File: src/rtl/coin_acceptor_if.sv
// Coin acceptor bus: coin-slot input, spend/clear requests from the vending core,
// and the coin/credit/status outputs.
interface coin_acceptor_if;
  logic       coin_raw;
  logic       spend;
  logic [6:0] spend_amt;
  logic       credit_clear;
  logic       coin_valid;
  logic       spend_ack;
  logic       spend_nack;
  logic [6:0] credit;
  logic [3:0] credit_tens;
  logic [3:0] credit_ones;
  logic       jam;

  modport slave (
    input  coin_raw, spend, spend_amt, credit_clear,
    output coin_valid, spend_ack, spend_nack, credit, credit_tens, credit_ones, jam
  );

  modport master (
    output coin_raw, spend, spend_amt, credit_clear,
    input  coin_valid, spend_ack, spend_nack, credit, credit_tens, credit_ones, jam
  );
endinterface

File: src/rtl/coin_acceptor.sv
// Coin-slot front end: synchronizes coin_raw, qualifies pulse width with lockout
// and jam detection, and keeps a saturating credit register with BCD view.
module coin_acceptor #(
  parameter int MIN_HIGH   = 4,
  parameter int MAX_HIGH   = 200,
  parameter int LOCKOUT    = 8,
  parameter int CREDIT_MAX = 99
) (
  input  logic            clk,
  input  logic            reset,
  coin_acceptor_if.slave  bus
);

  localparam logic [7:0] MIN_HIGH_C   = 8'(MIN_HIGH);
  localparam logic [7:0] MAX_HIGH_C   = 8'(MAX_HIGH);
  localparam logic [7:0] LOCKOUT_C    = 8'(LOCKOUT);
  localparam logic [6:0] CREDIT_MAX_C = 7'(CREDIT_MAX);

  typedef enum logic [1:0] {
    S_IDLE = 2'd0,
    S_HIGH = 2'd1,
    S_LOCK = 2'd2,
    S_JAM  = 2'd3
  } state_e;

  // Adds the accepted coin and clamps at the credit ceiling.
  function automatic logic [6:0] sat_add(input logic [6:0] base, input logic inc);
    logic [7:0] sum;
    sum = {1'b0, base} + {7'd0, inc};
    return (sum > {1'b0, CREDIT_MAX_C}) ? CREDIT_MAX_C : sum[6:0];
  endfunction

  // Packs {tens, ones}; credit never exceeds 99 so tens fits the upper nibble.
  function automatic logic [7:0] to_bcd(input logic [6:0] v);
    return ((8'(v) / 8'd10) << 4) | (8'(v) % 8'd10);
  endfunction

  logic       sync1_q, sync2_q;
  logic       coin_s;
  state_e     state_q, state_d;
  logic [7:0] cnt_q, cnt_d;
  logic       accept_s;
  logic [6:0] credit_q, credit_d;
  logic       coin_valid_q;
  logic       spend_ack_q, spend_ack_d;
  logic       spend_nack_q, spend_nack_d;
  logic       jam_q;
  logic [7:0] bcd_s;

  assign coin_s = sync2_q;

  always_ff @(posedge clk) begin
    if (reset) begin
      sync1_q <= 1'b0;
      sync2_q <= 1'b0;
    end else begin
      sync1_q <= bus.coin_raw;
      sync2_q <= sync1_q;
    end
  end

  always_ff @(posedge clk) begin
    if (reset) begin
      state_q <= S_IDLE;
      cnt_q   <= 8'd0;
    end else begin
      state_q <= state_d;
      cnt_q   <= cnt_d;
    end
  end

  // LOCKOUT and JAM share the quiet-count rule; any high sample restarts the count.
  always_comb begin
    state_d  = state_q;
    cnt_d    = cnt_q;
    accept_s = 1'b0;
    case (state_q)
      S_IDLE: begin
        if (coin_s) begin
          state_d = S_HIGH;
          cnt_d   = 8'd1;
        end else begin
          state_d = S_IDLE;
        end
      end
      S_HIGH: begin
        if (coin_s) begin
          if (cnt_q + 8'd1 == MAX_HIGH_C) begin
            state_d = S_JAM;
            cnt_d   = 8'd0;
          end else begin
            cnt_d = cnt_q + 8'd1;
          end
        end else if (cnt_q >= MIN_HIGH_C) begin
          accept_s = 1'b1;
          state_d  = S_LOCK;
          cnt_d    = 8'd0;
        end else begin
          state_d = S_IDLE;
          cnt_d   = 8'd0;
        end
      end
      S_LOCK, S_JAM: begin
        if (coin_s) begin
          cnt_d = 8'd0;
        end else if (cnt_q + 8'd1 == LOCKOUT_C) begin
          state_d = S_IDLE;
          cnt_d   = 8'd0;
        end else begin
          cnt_d = cnt_q + 8'd1;
        end
      end
      default: begin
        state_d = S_IDLE;
        cnt_d   = 8'd0;
      end
    endcase
  end

  // Clear beats spend; a coin accepted in the same cycle never rescues a refused spend.
  always_comb begin
    credit_d     = credit_q;
    spend_ack_d  = 1'b0;
    spend_nack_d = 1'b0;
    if (bus.credit_clear) begin
      credit_d     = accept_s ? 7'd1 : 7'd0;
      spend_nack_d = bus.spend;
    end else if (bus.spend) begin
      if (bus.spend_amt <= credit_q) begin
        spend_ack_d = 1'b1;
        credit_d    = sat_add(credit_q - bus.spend_amt, accept_s);
      end else begin
        spend_nack_d = 1'b1;
        credit_d     = sat_add(credit_q, accept_s);
      end
    end else begin
      credit_d = sat_add(credit_q, accept_s);
    end
  end

  always_ff @(posedge clk) begin
    if (reset) begin
      credit_q     <= 7'd0;
      coin_valid_q <= 1'b0;
      spend_ack_q  <= 1'b0;
      spend_nack_q <= 1'b0;
      jam_q        <= 1'b0;
    end else begin
      credit_q     <= credit_d;
      coin_valid_q <= accept_s;
      spend_ack_q  <= spend_ack_d;
      spend_nack_q <= spend_nack_d;
      jam_q        <= (state_d == S_JAM);
    end
  end

  assign bcd_s           = to_bcd(credit_q);
  assign bus.credit_tens = bcd_s[7:4];
  assign bus.credit_ones = bcd_s[3:0];
  assign bus.credit      = credit_q;
  assign bus.coin_valid  = coin_valid_q;
  assign bus.spend_ack   = spend_ack_q;
  assign bus.spend_nack  = spend_nack_q;
  assign bus.jam         = jam_q;

endmodule

File: src/flat_wrapper.sv
// flat-port wrapper written by rule: the top's interface ports become plain ports
module coin_acceptor_flat 
#(
  parameter int MIN_HIGH   = 4,
  parameter int MAX_HIGH   = 200,
  parameter int LOCKOUT    = 8,
  parameter int CREDIT_MAX = 99
)
  (clk, reset, bus_coin_raw, bus_spend, bus_spend_amt, bus_credit_clear, bus_coin_valid, bus_spend_ack, bus_spend_nack, bus_credit, bus_credit_tens, bus_credit_ones, bus_jam);
  coin_acceptor_if bus_i ();
  input  logic clk;
  input  logic reset;
  input wire logic [$bits(bus_i.coin_raw)-1:0] bus_coin_raw;
  input wire logic [$bits(bus_i.spend)-1:0] bus_spend;
  input wire logic [$bits(bus_i.spend_amt)-1:0] bus_spend_amt;
  input wire logic [$bits(bus_i.credit_clear)-1:0] bus_credit_clear;
  output wire logic [$bits(bus_i.coin_valid)-1:0] bus_coin_valid;
  output wire logic [$bits(bus_i.spend_ack)-1:0] bus_spend_ack;
  output wire logic [$bits(bus_i.spend_nack)-1:0] bus_spend_nack;
  output wire logic [$bits(bus_i.credit)-1:0] bus_credit;
  output wire logic [$bits(bus_i.credit_tens)-1:0] bus_credit_tens;
  output wire logic [$bits(bus_i.credit_ones)-1:0] bus_credit_ones;
  output wire logic [$bits(bus_i.jam)-1:0] bus_jam;
  assign bus_i.coin_raw = bus_coin_raw;
  assign bus_i.spend = bus_spend;
  assign bus_i.spend_amt = bus_spend_amt;
  assign bus_i.credit_clear = bus_credit_clear;
  assign bus_coin_valid = bus_i.coin_valid;
  assign bus_spend_ack = bus_i.spend_ack;
  assign bus_spend_nack = bus_i.spend_nack;
  assign bus_credit = bus_i.credit;
  assign bus_credit_tens = bus_i.credit_tens;
  assign bus_credit_ones = bus_i.credit_ones;
  assign bus_jam = bus_i.jam;
  coin_acceptor #(.MIN_HIGH(MIN_HIGH), .MAX_HIGH(MAX_HIGH), .LOCKOUT(LOCKOUT), .CREDIT_MAX(CREDIT_MAX)) u_core (.clk(clk), .reset(reset), .bus(bus_i));
endmodule
File: config.mk
export PLATFORM = sky130hd
export DESIGN_NAME = coin_acceptor_flat
export DESIGN_NICKNAME = d
export VERILOG_FILES = /design/src/rtl/coin_acceptor_if.sv /design/src/rtl/coin_acceptor.sv /design/src/flat_wrapper.sv
export SDC_FILE = /design/constraint.sdc
export NUM_CORES = 1
export LEC_CHECK = 0
export CELL_PAD_IN_SITES_DETAIL_PLACEMENT = 1
export CELL_PAD_IN_SITES_GLOBAL_PLACEMENT = 2
export CORE_ASPECT_RATIO = 0.9
export CORE_UTILIZATION = 35
export DETAILED_ROUTE_END_ITERATION = 8
export PLACE_DENSITY_LB_ADDON = 0.1
export SYNTH_ARGS = -nofsm -noshare
export SYNTH_HDL_FRONTEND = slang
export SYNTH_SLANG_ARGS = --single-unit
export TNS_END_PERCENT = 100
File: constraint.sdc
create_clock -name clk -period 7.8 [get_ports clk]
set_clock_uncertainty 0.2 [all_clocks]
set_input_delay 1.56 -clock clk [delete_from_list [all_inputs] [get_ports clk]]
set_output_delay 1.56 -clock clk [all_outputs]
set_load 0.05 [all_outputs]
==> flow_metrics.env <==
export IMPL_status="complete, no violations"
export IMPL_switchingPower_mw=0.0626
export IMPL_powerDensity_nw_per_um2=84.0
export IMPL_cap_violations=0
export IMPL_ys_ff_latch=23
export IMPL_startpoint="u_core.bus.credit[4]"
export IMPL_yosysSeqAreaShare_pct=19.1
export IMPL_min_path_type="reg2reg"
export IMPL_place_gp_congestion=0.854
export IMPL_crit_chain="inv_1 > ha_1 > inv_1 > a41oi_1 > and3_1 > xnor2_1 > o21a_1 > nand2_1 > xnor2_1 > ha_1 > nor2_1 > nor4_1 > a221o_1 > a22oi_1 > clkdlybuf4s50_1"
export IMPL_synth_nets=342
export IMPL_crit_fanout=15
export IMPL_cts_buffer_depth=2
export IMPL_drive_gt1_share_pct=7.25
export IMPL_cp_required_ns=6.04
export IMPL_area_growth_pct=15.7
export IMPL_finalCritPeriodShare_pct=83.7
export IMPL_portBuffers=30
export IMPL_cts_tree="yes"
export IMPL_rsz0062_at_grt="false"
export IMPL_cts_resized=0
export IMPL_endpoint_kind="primary output"
export IMPL_yosysMostFrequentCell="nor2_1"
export IMPL_critical_path_buf_inv_count=3
export IMPL_postCtsSetupBuffers=0
export IMPL_finalCriticalPeriod_ns=6.53
export IMPL_synth_cells=311
export IMPL_synth_edf_count=0
export IMPL_grt_first_pass_wirelength_mm=11.2
export IMPL_r2r_setup_slack_ns=4.10
export IMPL_synth_common_cells="33 x nor2_1, 23 x dfxtp_1, 21 x inv_1"
export IMPL_die_w_um=89.6
export IMPL_pin_count=31
export IMPL_p_sw_share_pct=26.6
export IMPL_cts_buffers_inserted=3
export IMPL_regToRegStartpoint="u_core.cnt_q[4]"
export IMPL_via_count=2405
export IMPL_cp_slowest_cell="clkdlybuf4s50_1"
export IMPL_totalWireLength_mm=6.88
export IMPL_grt_usage_pct=19.8
export IMPL_worst_pin_slew_ns=0.924
export IMPL_ir_drop_v=0.0000747
export IMPL_grt_max_degree=26
export IMPL_row_count=28
export IMPL_async_reset_ff_share_pct=0
export IMPL_slew_violations=0
export IMPL_dieArea_um2=7240
export IMPL_fill_cells=808
export IMPL_drc=0
export IMPL_yosysTopAreaCell="dfxtp_1"
export IMPL_clk_latency_ns=0.27
export IMPL_clk_pin_slew_ns=0.09
export IMPL_post_route_cell_area_um2=2800
export IMPL_antenna_found_initial=0
export IMPL_fin_setup_tns_ns=0
export IMPL_hold_violations=0
export IMPL_place_area_um2=2750
export IMPL_crit_family="buffers and inverters"
export IMPL_slowest_delay_ns=0.83
export IMPL_coreArea_um2=6620
export IMPL_synthTopCellsByArea="dfxtp_1 19%, ha_1 9.3%, nor2_1 5.1%"
export IMPL_p_leak_nw=1.08
export IMPL_crit_arrival_ns=4.77
export IMPL_syn_area_per_cell_um2=7.77
export IMPL_setup_violations=0
export IMPL_slew_headroom_pct=38.3
export IMPL_synth_top_area_share_pct=19.1
export IMPL_viasPerCell=5.71
export IMPL_hold_buffers=0
export IMPL_syn_area_um2=2420
export IMPL_synth_warnings=0
export IMPL_ant_nets=0
export IMPL_start_util_pct=36.5
export IMPL_cts_sinks=23
export IMPL_wire_per_inst_um=16.3
export IMPL_drt_iter0_drc=119
export IMPL_dp_hpwl_mm=5.34
export IMPL_overflow=0
export IMPL_critPathKind="reg2out"
export IMPL_n_antenna_cell=0
export IMPL_h_tree_depth=1
export IMPL_seq_power_share_pct=51.3
export IMPL_clock_tree_root_cell="clkbuf_8"
export IMPL_first_pass_iters=5
export IMPL_synth_cell_types=72
export IMPL_p_clk_share_pct=32.3
export IMPL_internal_power_mw=0.172
export IMPL_min_from="u_core.sync1_q"
export IMPL_grt_pass1_vias=2269
export IMPL_setup_worst_path_start_class="register"
export IMPL_ys_flop_type="dfxtp_1"
export IMPL_die_h_um=80.8
export IMPL_timing_fmax_ghz=0.153
export IMPL_power_frac_comb_pct=16.5
export IMPL_fin_nets=363
## power by group through the flow
stage / Clock [mW] / Sequential [mW] / Combinational, mW
2_1_floorplan: 0 / 0.124 / 0.0246
3_5_place_dp: 0 / 0.123 / 0.0387
4_1_cts: 0.0786 / 0.120 / 0.0389
5_1_grt: 0.0823 / 0.121 / 0.0427
6_report: 0.0758 / 0.120 / 0.0387
3_3_place_gp: 0 / 0.123 / 0.0386
## sequential cells by signal (all words and copies together), names as in the netlist
signal and cells:
u_core.bus.credit 7, u_core.coin_s 1, u_core.bus.coin_valid 1, u_core.sync1_q 1, u_core.cnt_q 8, u_core.bus.spend_ack 1, u_core.bus.jam 1, u_core.state_q 2
u_core.bus.spend_nack 1
## path summary, 6_finish.rpt
check | endpoint | depth (start not counted)
min reg2reg | u_core.coin_s | 1
max reg2reg | u_core.bus.credit[3] | 11
max | bus_credit_tens[1] | 15
min | u_core.coin_s | 1
## through the flow
stage               worst slack [ns]  hold slack (ns)  cells  util (%)  power [mW]
floorplan                       1.92            0.214    311         -       0.148
global placement                1.74            0.227    417      41.5       0.162
detailed placement              1.60            0.229    417      41.5       0.162
CTS                             1.29            0.251    421      42.2       0.238
global route                   0.954            0.265    421      42.2       0.246
finish                          1.27            0.247    421      42.2       0.235
## per-layer routing
layer,GRT usage [%],share of wire (%),up-vias
met5,0,0,-
met4,3.49,0.94,0
met3,1.73,2.3,8
met2,30.5,43,44
met1,29.9,53,1158
li1,-,-,1195
## logic make-up after synthesis
family / synth area share (%)
AOI/OAI and AO/OA: 29.3
xor gates and xnor gates: 7.15
adders and majority gates: 10.6
buffers and inverters: 7.20
DFF: 19.1
muxes: 1.35
and+or+nand+nor: 25.3
## placed cells by master (no fill, tap or decap), drive strengths merged, types with 3 or more instances in the layout
cell type,count
clkbuf,3
a211oi,5
a311oi,3
nor2b,9
nor3,5
ha,18
nor2,33
dfxtp,23
o311ai,5
o32ai,4
a22oi,5
a41oi,4
o211ai,4
nand2b,3
and2,3
inv,23
nor4b,3
and3,4
or3,5
a21o,3
clkdlybuf4s50,30
o21ai,14
a21oi,19
nand3,12
nor3b,3
xor2,4
o21a,3
nand2,22
xnor2,13
## area by class of cell
type	instances	area, um^2	area share [%]
inverters	23	86.3	3.09
multi-input cells	250	1780	63.7
well taps	90	113	4.03
repair buffers	31	308	11.0
flip-flops and latches	23	460	16.5
clock inverters	1	5.00	0.179
clock buffers	3	41.3	1.48
(Power assumes the default switching activity.)
